[src/rtl/sample_iterator.sv]
// sample_iterator: accepts a triangle with its bounding box and walks the box on
// the sub-sample step grid. Each cycle it emits SAMPS sample locations along one row.
// Rows advance bottom-to-top; x wraps back to the left edge at the end of each row.
module sample_iterator #(
    parameter int SIGFIG = 24,
    parameter int RADIX  = 10,
    parameter int VERTS  = 3,
    parameter int AXIS   = 3,
    parameter int COLORS = 3,
    parameter int SAMPS  = 4
) (
    input  logic                     clk,
    input  logic                     rst,
    input  logic signed [SIGFIG-1:0] tri_R13S [VERTS][AXIS],
    input  logic        [SIGFIG-1:0] color_R13U [COLORS],
    input  logic signed [SIGFIG-1:0] box_R13S [2][2],
    input  logic                     validTri_R13H,
    input  logic        [3:0]        subSample_RnnnnU,
    output logic                     halt_RnnnnH,
    output logic signed [SIGFIG-1:0] tri_R14S [VERTS][AXIS],
    output logic        [SIGFIG-1:0] color_R14U [COLORS],
    output logic signed [SIGFIG-1:0] sample_R14S [2][SAMPS],
    output logic        [SAMPS-1:0]  validSamp_R14H
);

    // Two guard bits keep cursor sums and compares from wrapping near the box edge.
    localparam int WW = SIGFIG + 2;
    typedef logic signed [WW-1:0] wide_t;
    typedef enum logic [0:0] {WAIT = 1'b0, TEST = 1'b1} state_t;

    localparam wide_t ONE_W = wide_t'(1'b1);

    // Sign-extend a coordinate into the guarded cursor width.
    function automatic wide_t sext(input logic signed [SIGFIG-1:0] v);
        return wide_t'(v);
    endfunction

    // Grid pitch for the one-hot MSAA mode; anything malformed falls back to 1x.
    function automatic wide_t step_of(input logic [3:0] mode);
        wide_t st;
        case (mode)
            4'b1000: st = ONE_W << RADIX;
            4'b0100: st = ONE_W << (RADIX - 1);
            4'b0010: st = ONE_W << (RADIX - 2);
            4'b0001: st = ONE_W << (RADIX - 3);
            default: st = ONE_W << RADIX;
        endcase
        return st;
    endfunction

    state_t                    state_q;
    logic                      halt_q;
    logic signed [SIGFIG-1:0]  tri_q   [VERTS][AXIS];
    logic        [SIGFIG-1:0]  color_q [COLORS];
    logic signed [SIGFIG-1:0]  samp_q  [2][SAMPS];
    logic        [SAMPS-1:0]   vld_q;
    wide_t                     llx_q, urx_q, ury_q, step_q;
    wide_t                     curx_q, cury_q;

    wide_t                     curx_d, cury_d;
    wide_t                     in_llx_s, in_lly_s, in_urx_s, in_ury_s;
    wide_t                     adv_x_s, row_y_s;
    wide_t                     samp_x_s [SAMPS];
    logic        [SAMPS-1:0]   samp_vld_s;
    logic                      box_ok_s, wrap_s, done_s;

    // Acceptance test on the incoming box, sample positions and next cursor for this cycle.
    always_comb begin
        in_llx_s = sext(box_R13S[0][0]);
        in_lly_s = sext(box_R13S[0][1]);
        in_urx_s = sext(box_R13S[1][0]);
        in_ury_s = sext(box_R13S[1][1]);
        box_ok_s = (in_llx_s <= in_urx_s) && (in_lly_s <= in_ury_s);

        adv_x_s = curx_q + (step_q * wide_t'(SAMPS));
        row_y_s = cury_q + step_q;
        wrap_s  = (adv_x_s > urx_q);
        done_s  = wrap_s && (row_y_s > ury_q);

        if (wrap_s) begin
            curx_d = llx_q;
            cury_d = row_y_s;
        end else begin
            curx_d = adv_x_s;
            cury_d = cury_q;
        end

        samp_vld_s = '0;
        for (int s = 0; s < SAMPS; s++) begin
            samp_x_s[s]   = curx_q + (wide_t'(s) * step_q);
            samp_vld_s[s] = (samp_x_s[s] <= urx_q);
        end
    end

    // WAIT/TEST controller with all outputs and the box cursor held in registers.
    always_ff @(posedge clk) begin
        if (!rst) begin
            state_q <= WAIT;
            halt_q  <= 1'b0;
            vld_q   <= '0;
            llx_q   <= '0;
            urx_q   <= '0;
            ury_q   <= '0;
            step_q  <= '0;
            curx_q  <= '0;
            cury_q  <= '0;
            for (int v = 0; v < VERTS; v++)
                for (int a = 0; a < AXIS; a++)
                    tri_q[v][a] <= '0;
            for (int c = 0; c < COLORS; c++)
                color_q[c] <= '0;
            for (int s = 0; s < SAMPS; s++) begin
                samp_q[0][s] <= '0;
                samp_q[1][s] <= '0;
            end
        end else begin
            case (state_q)
                WAIT: begin
                    vld_q <= '0;
                    if (validTri_R13H && box_ok_s) begin
                        tri_q   <= tri_R13S;
                        color_q <= color_R13U;
                        llx_q   <= in_llx_s;
                        urx_q   <= in_urx_s;
                        ury_q   <= in_ury_s;
                        step_q  <= step_of(subSample_RnnnnU);
                        curx_q  <= in_llx_s;
                        cury_q  <= in_lly_s;
                        state_q <= TEST;
                        halt_q  <= 1'b1;
                    end else begin
                        // Empty boxes are dropped here without ever raising halt.
                        state_q <= WAIT;
                        halt_q  <= 1'b0;
                    end
                end
                TEST: begin
                    for (int s = 0; s < SAMPS; s++) begin
                        samp_q[0][s] <= samp_x_s[s][SIGFIG-1:0];
                        samp_q[1][s] <= cury_q[SIGFIG-1:0];
                    end
                    vld_q  <= samp_vld_s;
                    curx_q <= curx_d;
                    cury_q <= cury_d;
                    if (done_s) begin
                        state_q <= WAIT;
                        halt_q  <= 1'b0;
                    end else begin
                        state_q <= TEST;
                        halt_q  <= 1'b1;
                    end
                end
                default: begin
                    state_q <= WAIT;
                    halt_q  <= 1'b0;
                    vld_q   <= '0;
                end
            endcase
        end
    end

    assign halt_RnnnnH    = halt_q;
    assign tri_R14S       = tri_q;
    assign color_R14U     = color_q;
    assign sample_R14S    = samp_q;
    assign validSamp_R14H = vld_q;

endmodule

[config.mk]
export PLATFORM = sky130hd
export DESIGN_NAME = sample_iterator
export DESIGN_NICKNAME = d
export VERILOG_FILES = /design/src/rtl/sample_iterator.sv
export SDC_FILE = /design/constraint.sdc
export NUM_CORES = 1
export LEC_CHECK = 0
export ABC_AREA = 1
export CELL_PAD_IN_SITES_DETAIL_PLACEMENT = 1
export CELL_PAD_IN_SITES_GLOBAL_PLACEMENT = 1
export CORE_AREA = 3 3 336 338
export CTS_BUF_LIST = sky130_fd_sc_hd__clkbuf_4
export CTS_CLUSTER_SIZE = 28
export DETAILED_ROUTE_END_ITERATION = 6
export DIE_AREA = 0 0 339 341
export GPL_TIMING_DRIVEN = 0
export PLACE_DENSITY_LB_ADDON = 0.1
export SLEW_MARGIN = 20
export SYNTH_ARGS = -nofsm -noshare
export SYNTH_HDL_FRONTEND = slang
export SYNTH_SLANG_ARGS = --single-unit
[constraint.sdc]
create_clock -name clk -period 7.8 [get_ports clk]
set_input_delay 0.78 -clock clk [delete_from_list [all_inputs] [get_ports clk]]
set_output_delay 0.78 -clock clk [all_outputs]
set_load 0.01 [all_outputs]
# --- Word-level counts from Yosys, hierarchy flattened ---
# Cells that the tools add are included.
# W data, S select, Z words.
totals:
  input_bits: 391
  ram_bits: 0
  romBits: 0
  latchBits: 0
  regBits: 563
  n_memories: 0
op_classes:
  n_reduce_logical: 5
  muxes: 11
  eq_ne: 5
  magnitude_cmp: 8
  multipliers: 1
  n_addsub: 5
  n_bitwise: 1
  n_shift: 0
  div_mod_pow: 0
op_table:
  columns: ["cell", "n"]
  rows:
  - ["$add A26 B26 Y26", 5]
  - ["$le A26 B24 Y1", 4]
  - ["$mux W26", 4]
  - ["$pmux W26 S2", 2]
  - ["$gt A26 B24 Y1", 2]
  - ["$le A24 B24 Y1", 2]
  - ["$pmux W11 S3", 1]
  - ["$mul A3 B26 Y26 const A", 1]
  - ["$pmux W4 S2", 1]
  - ["$eq A4 B1 Y1 const B", 1]
  - ["$eq A4 B2 Y1 const B", 1]
  - ["$eq A4 B3 Y1 const B", 1]
  - ["$reduce_and A2 Y1", 2]
  - ["$logic_and A1 B1 Y1", 3]
  - ["$mux W1", 2]
  - ["$ne A2 B1 Y1 const B", 1]
  - ["$ne A2 B2 Y1 const B", 1]
  - ["$pmux W1 S2", 1]
  - ["$not A1 Y1", 1]

# --- Depth between registers and ports, before layout ---
# Gate-level depths: netlist of the first run.
logic_depth:
  ltp_word: 5
  mapped_depth: 26
  depth_no_buf: 25

# --- Least setup slack after synthesis of the first run ---
# OpenSTA, ideal clock, no wires.
synth_timing:
  path_kind: "register to register"
  from: "register step_q[9]"
  to: "register vld_q[3], in the netlist validSamp_R14H[3]"
  synth_period_minus_slack_ps: 4012
  t_required_ps: 7744
  path_stages_with_launch: 23
  setup_slack_ps: 3788
  t_arrival_ps: 3956
  setup_ps: 56
  n_path_buf: 0
  cell_sequence: "dfxtp_1 inv_1 ha_1 fa_1 inv_1 ha_1 nand2_1 o21ai_0 a21o_1 a21oi_1 nor2_1 nand2_1 nor2_1 xor2_1 ha_1 nand4_1 inv_1 nand4_1 or2_2 a31o_2 nand3_1 nand2_1 inv_1"
synth_via:
  elab_chain_cells: 4
synth_rtl:
  columns: ["item", "line", "source"]
  rows:
  - ["start: declaration", "57", "wide_t llx_q, urx_q, ury_q, step_q;"]
  - ["start signal: assignment", "126", "step_q <= step_of(subSample_RnnnnU);"]
  - ["$mul A3 B26 Y26", "90", "samp_x_s[s] = curx_q + (wide_t'(s) * step_q);"]
  - ["$add A26 B26 Y26", "90", null]
  - ["$le A26 B24 Y1", "91", "samp_vld_s[s] = (samp_x_s[s] <= urx_q);"]
  - ["$pmux W4 S2", "117", "case (state_q)"]
  - ["end signal: assignment", "142", "vld_q <= samp_vld_s;"]
  - ["end: declaration", "56", "logic [SAMPS-1:0] vld_q;"]
# Every way passes these cells.
# A chain may end at the register's enable or synchronous reset.

==> impl_metrics.yaml, run 1 <==
clocking:
  clkTransAtPathRegs_ns: 0.06
  numCtsBuffers: 166
  clk_latency_ns: 1.06
  cts_tree: "yes"
  post-cts-setup-buffers: 0
  ctsResizeCount: 0
  htreeDepth: 4
  hold_buffers: 0
  clk_path_buf_depth: 3
  cts_root_buf: "clkbuf_4"
  cts_sinks: 518
yosys:
  avgSynthCellArea_um2: 7.21
  synth_area_um2: 26100
  synth_top_area_share_pct: 39.7
  ys_ff_latch: 518
  synthesis.nets: 4222
  synthMuxAreaShare_pct: 0
  synth_simple_gate_area_share_pct: 23.4
  synthesis.instances: 3625
  synth_fa_ha_area_share_pct: 10.1
  synth_top_family_by_area: "simple AND/OR/NAND/NOR gates"
  yosys.area_share.xor_xnor_pct: 2.38
  synth_area_leaders: "dfxtp_1, nor2_1, ha_1, o21ai_0, nand2_1"
  yosys.area.top_type: "dfxtp_1"
  ys_seq_area_share_pct: 39.7
  yosys_warnings: 0
  synth-compound-area-share_pct: 13.6
  ys_types: 39
pwr:
  power_mw: 9.18
  irDropWorstVdd_mv: 0.0994
  p_leak_nw: 16.8
  powerDensity_nw_per_um2: 236
detailed_routing:
  avgRoutedWirePerCell_um: 23.1
  first_iter_violations: 1177
  vias: 28000
  via_per_inst: 4.47
  drtPass1Iterations: 6
  postRouteAntennaNets: 0
  route.detailed.drc: 0
  wl_mm: 145
place:
  dp_hpwl_mm: 121
  placed_cell_area_um2: 36700
  place.gp.congestion: 0.884
  port_buffers: 874
  dp_slack_ns: 2.68
global_routing:
  grt_pass1_wl_mm: 204
  grt_max_degree: 17
  grt_overflow_total: 0
  grtUsageTotal_pct: 24.4
  antenna_found_initial: 45
  grt_pass1_vias: 28400
die:
  io_pins: 876
  dieArea_um2: 116000
  std_cell_rows: 122
  die_h_um: 341
  start_util_pct: 23.7
  core_um2: 110000
  die_w_um: 339
sta:
  fin_worst_skew_ns: 0.0700
  rsz0062_at_grt: "false"
  setup_viol: 0
  post-route-period-util_pct: 65.9
  tightest_slew_ns: 1.12
  slew_headroom_pct: 25.2
  setup_ws_ns: 2.66
  period_minus_slack_ns: 5.14
  clock.fmax_ghz: 0.195
  setup_tns_ns: 0
  hold_viol_final: 0
  slew_viol_final: 0
setup_path:
  crit_fanout: 11
  endpoint_kind: "flop"
  cp_num_buf_inv: 3
  worstPathCellList: "ha_1, fa_1, inv_1, fa_1, nor2_1, a211o_1, a21oi_1, nor2_1, nand2_1, nor2_1, xor2_1, ha_1, nand2_1, inv_1, nand4_1, or2_2, a31o_2, nand3_1, nand2_1, inv_1"
  slowest_delay_ns: 0.87
  critPathSlowestCell: "dfxtp_1"
  critPathLaunchType: "flop"
  critical_path_class: "flop to flop"
  arrival_ns: 6.10
  reg2reg_setup_slack_ns: 2.66
  crit_required_ns: 8.76
  critPathTopFamily: "simple AND/OR/NAND/NOR gates"
finish:
  stdcell_area_um2: 38900
  nets: 5264
  mostFrequentLayoutCell: "nor2_1"
  layout_common_cells: "nor2_1, clkdlybuf4s50_1, dfxtp_1"
  area_growth_pct: 48.7
  layout-drive-gt1-share_pct: 8.80
run:
  drv_cap: 0
worst_hold_path:
  hold_path.class: "input pin to flop"
status:
  status: "finished, final reports clean"
[flip-flops by register name, summed over array words and instances, names as in the netlist]
| name | cells |
|---|---|
| color_R14U | 72 |
| ury_q | 24 |
| tri_R14S | 216 |
| curx_q | 26 |
| sample_R14S | 97 |
| validSamp_R14H | 4 |
| halt_RnnnnH | 1 |
| llx_q | 24 |
| urx_q | 24 |
| step_q | 4 |
| cury_q | 26 |
[cells in the mapped netlist]
master,n
xnor2_1,3
clkinv_1,3
nand4_1,32
nand3_1,112
a21o_1,6
nor3b_1,1
or2_2,3
nand4_2,1
a31oi_1,3
o221ai_1,1
o21a_1,4
a211o_1,1
a21boi_0,2
o21bai_1,2
dfxtp_1,518
o21ai_0,493
buf_1,10
inv_2,2
a21oi_1,174
and2_1,2
buf_6,23
xor2_1,68
nand3_2,2
buf_2,40
nand2_2,1
o211ai_1,4
ha_1,199
nor4_1,4
nand3b_1,19
fa_1,7
o2111ai_1,1
buf_4,97
o22ai_1,1
nor2_1,957
nor3_1,16
clkbuf_1,117
inv_1,311
a31o_2,2
nand2_1,383
[per-layer routing]
layer	vias up	global-route usage, %	wire length (um)
met2	781	42.6	70500
met1	13200	29.1	61200
met3	221	7.79	10600
li1	13800	-	-
met4	38	5.78	2710
met5	-	0	268
[per-stage QoR]
stage,hold slack (ns),utilization [%],cells
2_1_floorplan,0.439,-,3625
3_3_place_gp,0.449,33.3,5987
3_5_place_dp,0.455,33.3,5987
4_1_cts,0.148,35.2,6260
5_1_grt,0.258,35.2,6262
6_report,0.325,35.2,6276
[logic make-up (layout without fill, tap and decap cells)]
logic type / after synthesis / count (layout)
simple gates: 1533 / 1533
other cells: 0 / 16
xor+xnor: 71 / 71
compound gates: 694 / 694
fa+ha+maj: 206 / 206
flops: 518 / 518
buf+inv: 603 / 1750
[worst paths after layout]
path | from | depth (start not counted) | endpoint
max | step_q[8] | 20 | validSamp_R14H[3]
min reg2reg | llx_q[19] | 2 | llx_q[19]
min | tri_R13S[141] | 3 | tri_R14S[141]
max reg2reg | step_q[8] | 20 | validSamp_R14H[3]
[cell type report]
| cell class | instances | area (um^2) |
|---|---|---|
| Timing Repair Buffer | 874 | 8750 |
| Sequential cell | 518 | 10400 |
| Fill cell | 13600 | 71500 |
| Inverter | 316 | 1190 |
| Clock inverter | 44 | 360 |
| Multi-Input combinational cell | 2504 | 12900 |
| Antenna cell | 16 | 40.0 |
| Tap cell | 1488 | 1860 |
| Buffer | 287 | 1670 |
| Clock buffer | 229 | 1720 |
[worst reg2reg max path, delay by kind of cell, from the launching register on]
kind,cells,cell delay (ns)
and+or+nand+nor,9,1.64
adders and majority gates,4,1.56
DFF,1,0.87
AOI/OAI and AO/OA,3,0.45
xor gates and xnor gates,1,0.31
buffers and inverters,3,0.22
[power by group]
part	switching (mW)	leakage [nW]	internal, mW
clock network	1.35	1.22	1.54
logic	1.81	11.4	1.33
registers	0.221	4.22	2.92
total	3.38	16.8	5.80
Note: power is estimated with default switching activity, not from simulation.
==> run 2: changes to the inputs <==
--- a/config.mk
+++ b/config.mk
@@ -8,11 +8,11 @@
 export ABC_AREA = 1
 export CELL_PAD_IN_SITES_DETAIL_PLACEMENT = 1
 export CELL_PAD_IN_SITES_GLOBAL_PLACEMENT = 1
-export CORE_AREA = 3 3 336 338
+export CORE_AREA = 3 3 340 342
 export CTS_BUF_LIST = sky130_fd_sc_hd__clkbuf_4
 export CTS_CLUSTER_SIZE = 28
 export DETAILED_ROUTE_END_ITERATION = 6
-export DIE_AREA = 0 0 339 341
+export DIE_AREA = 0 0 343 345
 export GPL_TIMING_DRIVEN = 0
 export PLACE_DENSITY_LB_ADDON = 0.1
 export SLEW_MARGIN = 20
==> constraint.sdc (replaced) <==
create_clock -name clk -period 5.2 [get_ports clk]
set_input_delay 0.52 -clock clk [delete_from_list [all_inputs] [get_ports clk]]
set_output_delay 0.52 -clock clk [all_outputs]
set_load 0.01 [all_outputs]
==> run 2 against run 1 <==
Count of clock-buffer cells in the layout is 2 higher; register-to-register slack lost 2.4 ns; cell count up 3.7%; largest cell class unchanged; combinational power increased by 54%; power increased by 49%; sequential share of layout area decreased by 1.3 points; clock skew is 0.014 ns lower; sequential power up 50%; non-clock buffer count rose by 214; flip-flop and latch count unchanged.
==> impl_metrics.yaml, run 2 (synthesis gave the netlist of run 1 again) <==
status:
  status: "finished, final reports clean"
worst_hold_path:
  hold_path.class: "input pin to flop"
  hold_depth: 3
  holdCritStartpoint: "tri_R13S[31]"
finish:
  stdcell_count: 6510
  mostFrequentLayoutCell: "nor2_1"
  postLayoutCoreUtil_pct: 36.3
  layout_common_cells: "nor2_1, clkdlybuf4s50_1, dfxtp_1"
  stdcell_area_um2: 40900
  nFillCells: 13900
  largest_reg_flops: 216
  ff_latch_area_um2: 10400
  area_growth_pct: 56.7
  multiInputGateArea_um2: 12900
  nets: 5476
  layout-drive-gt1-share_pct: 8.59
die:
  std_cell_rows: 123
  start_util_pct: 23.2
  dieArea_um2: 118000
  die_w_um: 343
  die_h_um: 345
  core_um2: 113000
  io_pins: 876
sta:
  clock.fmax_ghz: 0.202
  setup_viol: 0
  setup_ws_ns: 0.260
  post-route-period-util_pct: 95.0
  slew_headroom_pct: 23.5
  fin_worst_skew_ns: 0.0559
  period_minus_slack_ns: 4.94
  slew_viol_final: 0
  rsz0062_at_grt: "false"
  hold_slack_ns: 0.123
  hold_viol_final: 0
  tightest_slew_ns: 1.15
  setup_tns_ns: 0
clocking:
  cts_sinks: 518
  cts_tree: "yes"
  clk_path_buf_depth: 3
  clkTransAtPathRegs_ns: 0.07
  htreeDepth: 4
  cts_root_buf: "clkbuf_4"
  numCtsBuffers: 164
  clk_latency_ns: 1.07
detailed_routing:
  avgRoutedWirePerCell_um: 22.5
  wl_mm: 146
  vias: 28700
  drtPass1Iterations: 5
  first_iter_violations: 1156
  via_per_inst: 4.41
  postRouteAntennaNets: 0
  route.detailed.drc: 0
setup_path:
  r2r-end: "validSamp_R14H[3]"
  cp_num_buf_inv: 3
  crit_path_end: "validSamp_R14H[3]"
  endpoint_kind: "flop"
  critical_path_class: "flop to flop"
  reg2reg_setup_slack_ns: 0.26
  slowest_delay_ns: 0.71
  critPathLaunchType: "flop"
  critPathTopFamily: "simple AND/OR/NAND/NOR gates"
  cp.depth: 21
  critPathSlowestCell: "dfxtp_1"
  timing.rr.start: "step_q[7]"
  worstPathCellList: "ha_1, ha_1, ha_1, inv_1, fa_1, nor2_1, a211o_1, a21oi_1, nor2_1, nand2_1, nor2_1, xor2_1, ha_1, nand2_1, inv_1, nand4_1, or2_2, a31o_2, nand3_1, nand2_1, inv_1"
  cpMostUsedCell: "ha_1"
  crit_required_ns: 6.17
  startpoint: "step_q[7]"
  crit_fanout: 6
  arrival_ns: 5.91
  rr_worst_depth: 21
place:
  dp_cells: 5999
  dp_hpwl_mm: 120
  dp_slack_ns: -0.354
  placed_cell_area_um2: 36800
  port_buffers: 874
  place.gp.congestion: 0.856
pwr:
  power_mw: 13.7
  p_leak_nw: 17.6
  irDropWorstVdd_mv: 0.162
  powerDensity_nw_per_um2: 334
global_routing:
  antenna_found_initial: 37
  grt_overflow_total: 0
  grt_max_degree: 17
  grt_pass1_vias: 29700
  grtUsageTotal_pct: 24.2
  grt_pass1_wl_mm: 209
run:
  drv_cap: 0
-- run 2: worst register-to-register path, cell delays in order (launching register included) --
cell and delay [ns]:
dfxtp_1 0.71, ha_1 0.35, ha_1 0.28, ha_1 0.14, inv_1 0.06, fa_1 0.42, nor2_1 0.13, a211o_1 0.14
a21oi_1 0.07, nor2_1 0.39, nand2_1 0.25, nor2_1 0.19, xor2_1 0.33, ha_1 0.18, nand2_1 0.05, inv_1 0.07
nand4_1 0.23, or2_2 0.38, a31o_2 0.25, nand3_1 0.07, nand2_1 0.13, inv_1 0.08
-- run 2: layer usage --
metal,global-route usage (%),vias up,wire [um]
li1,-,14200,-
met1,28.3,13400,60500
met2,42.4,848,71700
met3,7.06,218,9910
met4,7.09,22,3930
met5,0,-,156
-- run 2: layout make-up --
type,count,share of cell area [%]
Antenna cell,29,0.177
Buffer,287,4.07
Clock buffer,231,4.24
Clock inverter,37,0.526
Inverter,316,2.90
Multi-Input combinational cell,2504,31.6
Sequential cell,518,25.4
Tap cell,1500,4.58
Timing Repair Buffer,1088,26.6
-- run 2: how the worst min path moves through the flow --
stage | endpoint | slack, ns
floorplan | llx_q[10] | 0.44
global placement | llx_q[11] | 0.45
detailed placement | llx_q[13] | 0.45
CTS | color_R14U[48] | 0.0007
global route | tri_R14S[31] | -0.006
finish | tri_R14S[31] | 0.12
-- run 2: report_power, final --
part / total (mW) / internal (mW) / switching [mW]
clock network: 4.09 / 2.08 / 2.02
registers: 4.72 / 4.39 / 0.330
logic: 4.85 / 2.10 / 2.75
total: 13.7 / 8.57 / 5.09
-- run 2: what timing repair did --
action / 4_1_cts / 5_1_grt
hold buffers: 214 / 0
setup buffers: 0 / 0
endpoints found under the setup margin: 1 / 16
cloned: 0 / 0
gates resized for setup: 4 / 7
hold endpoints to repair: 214 / 0
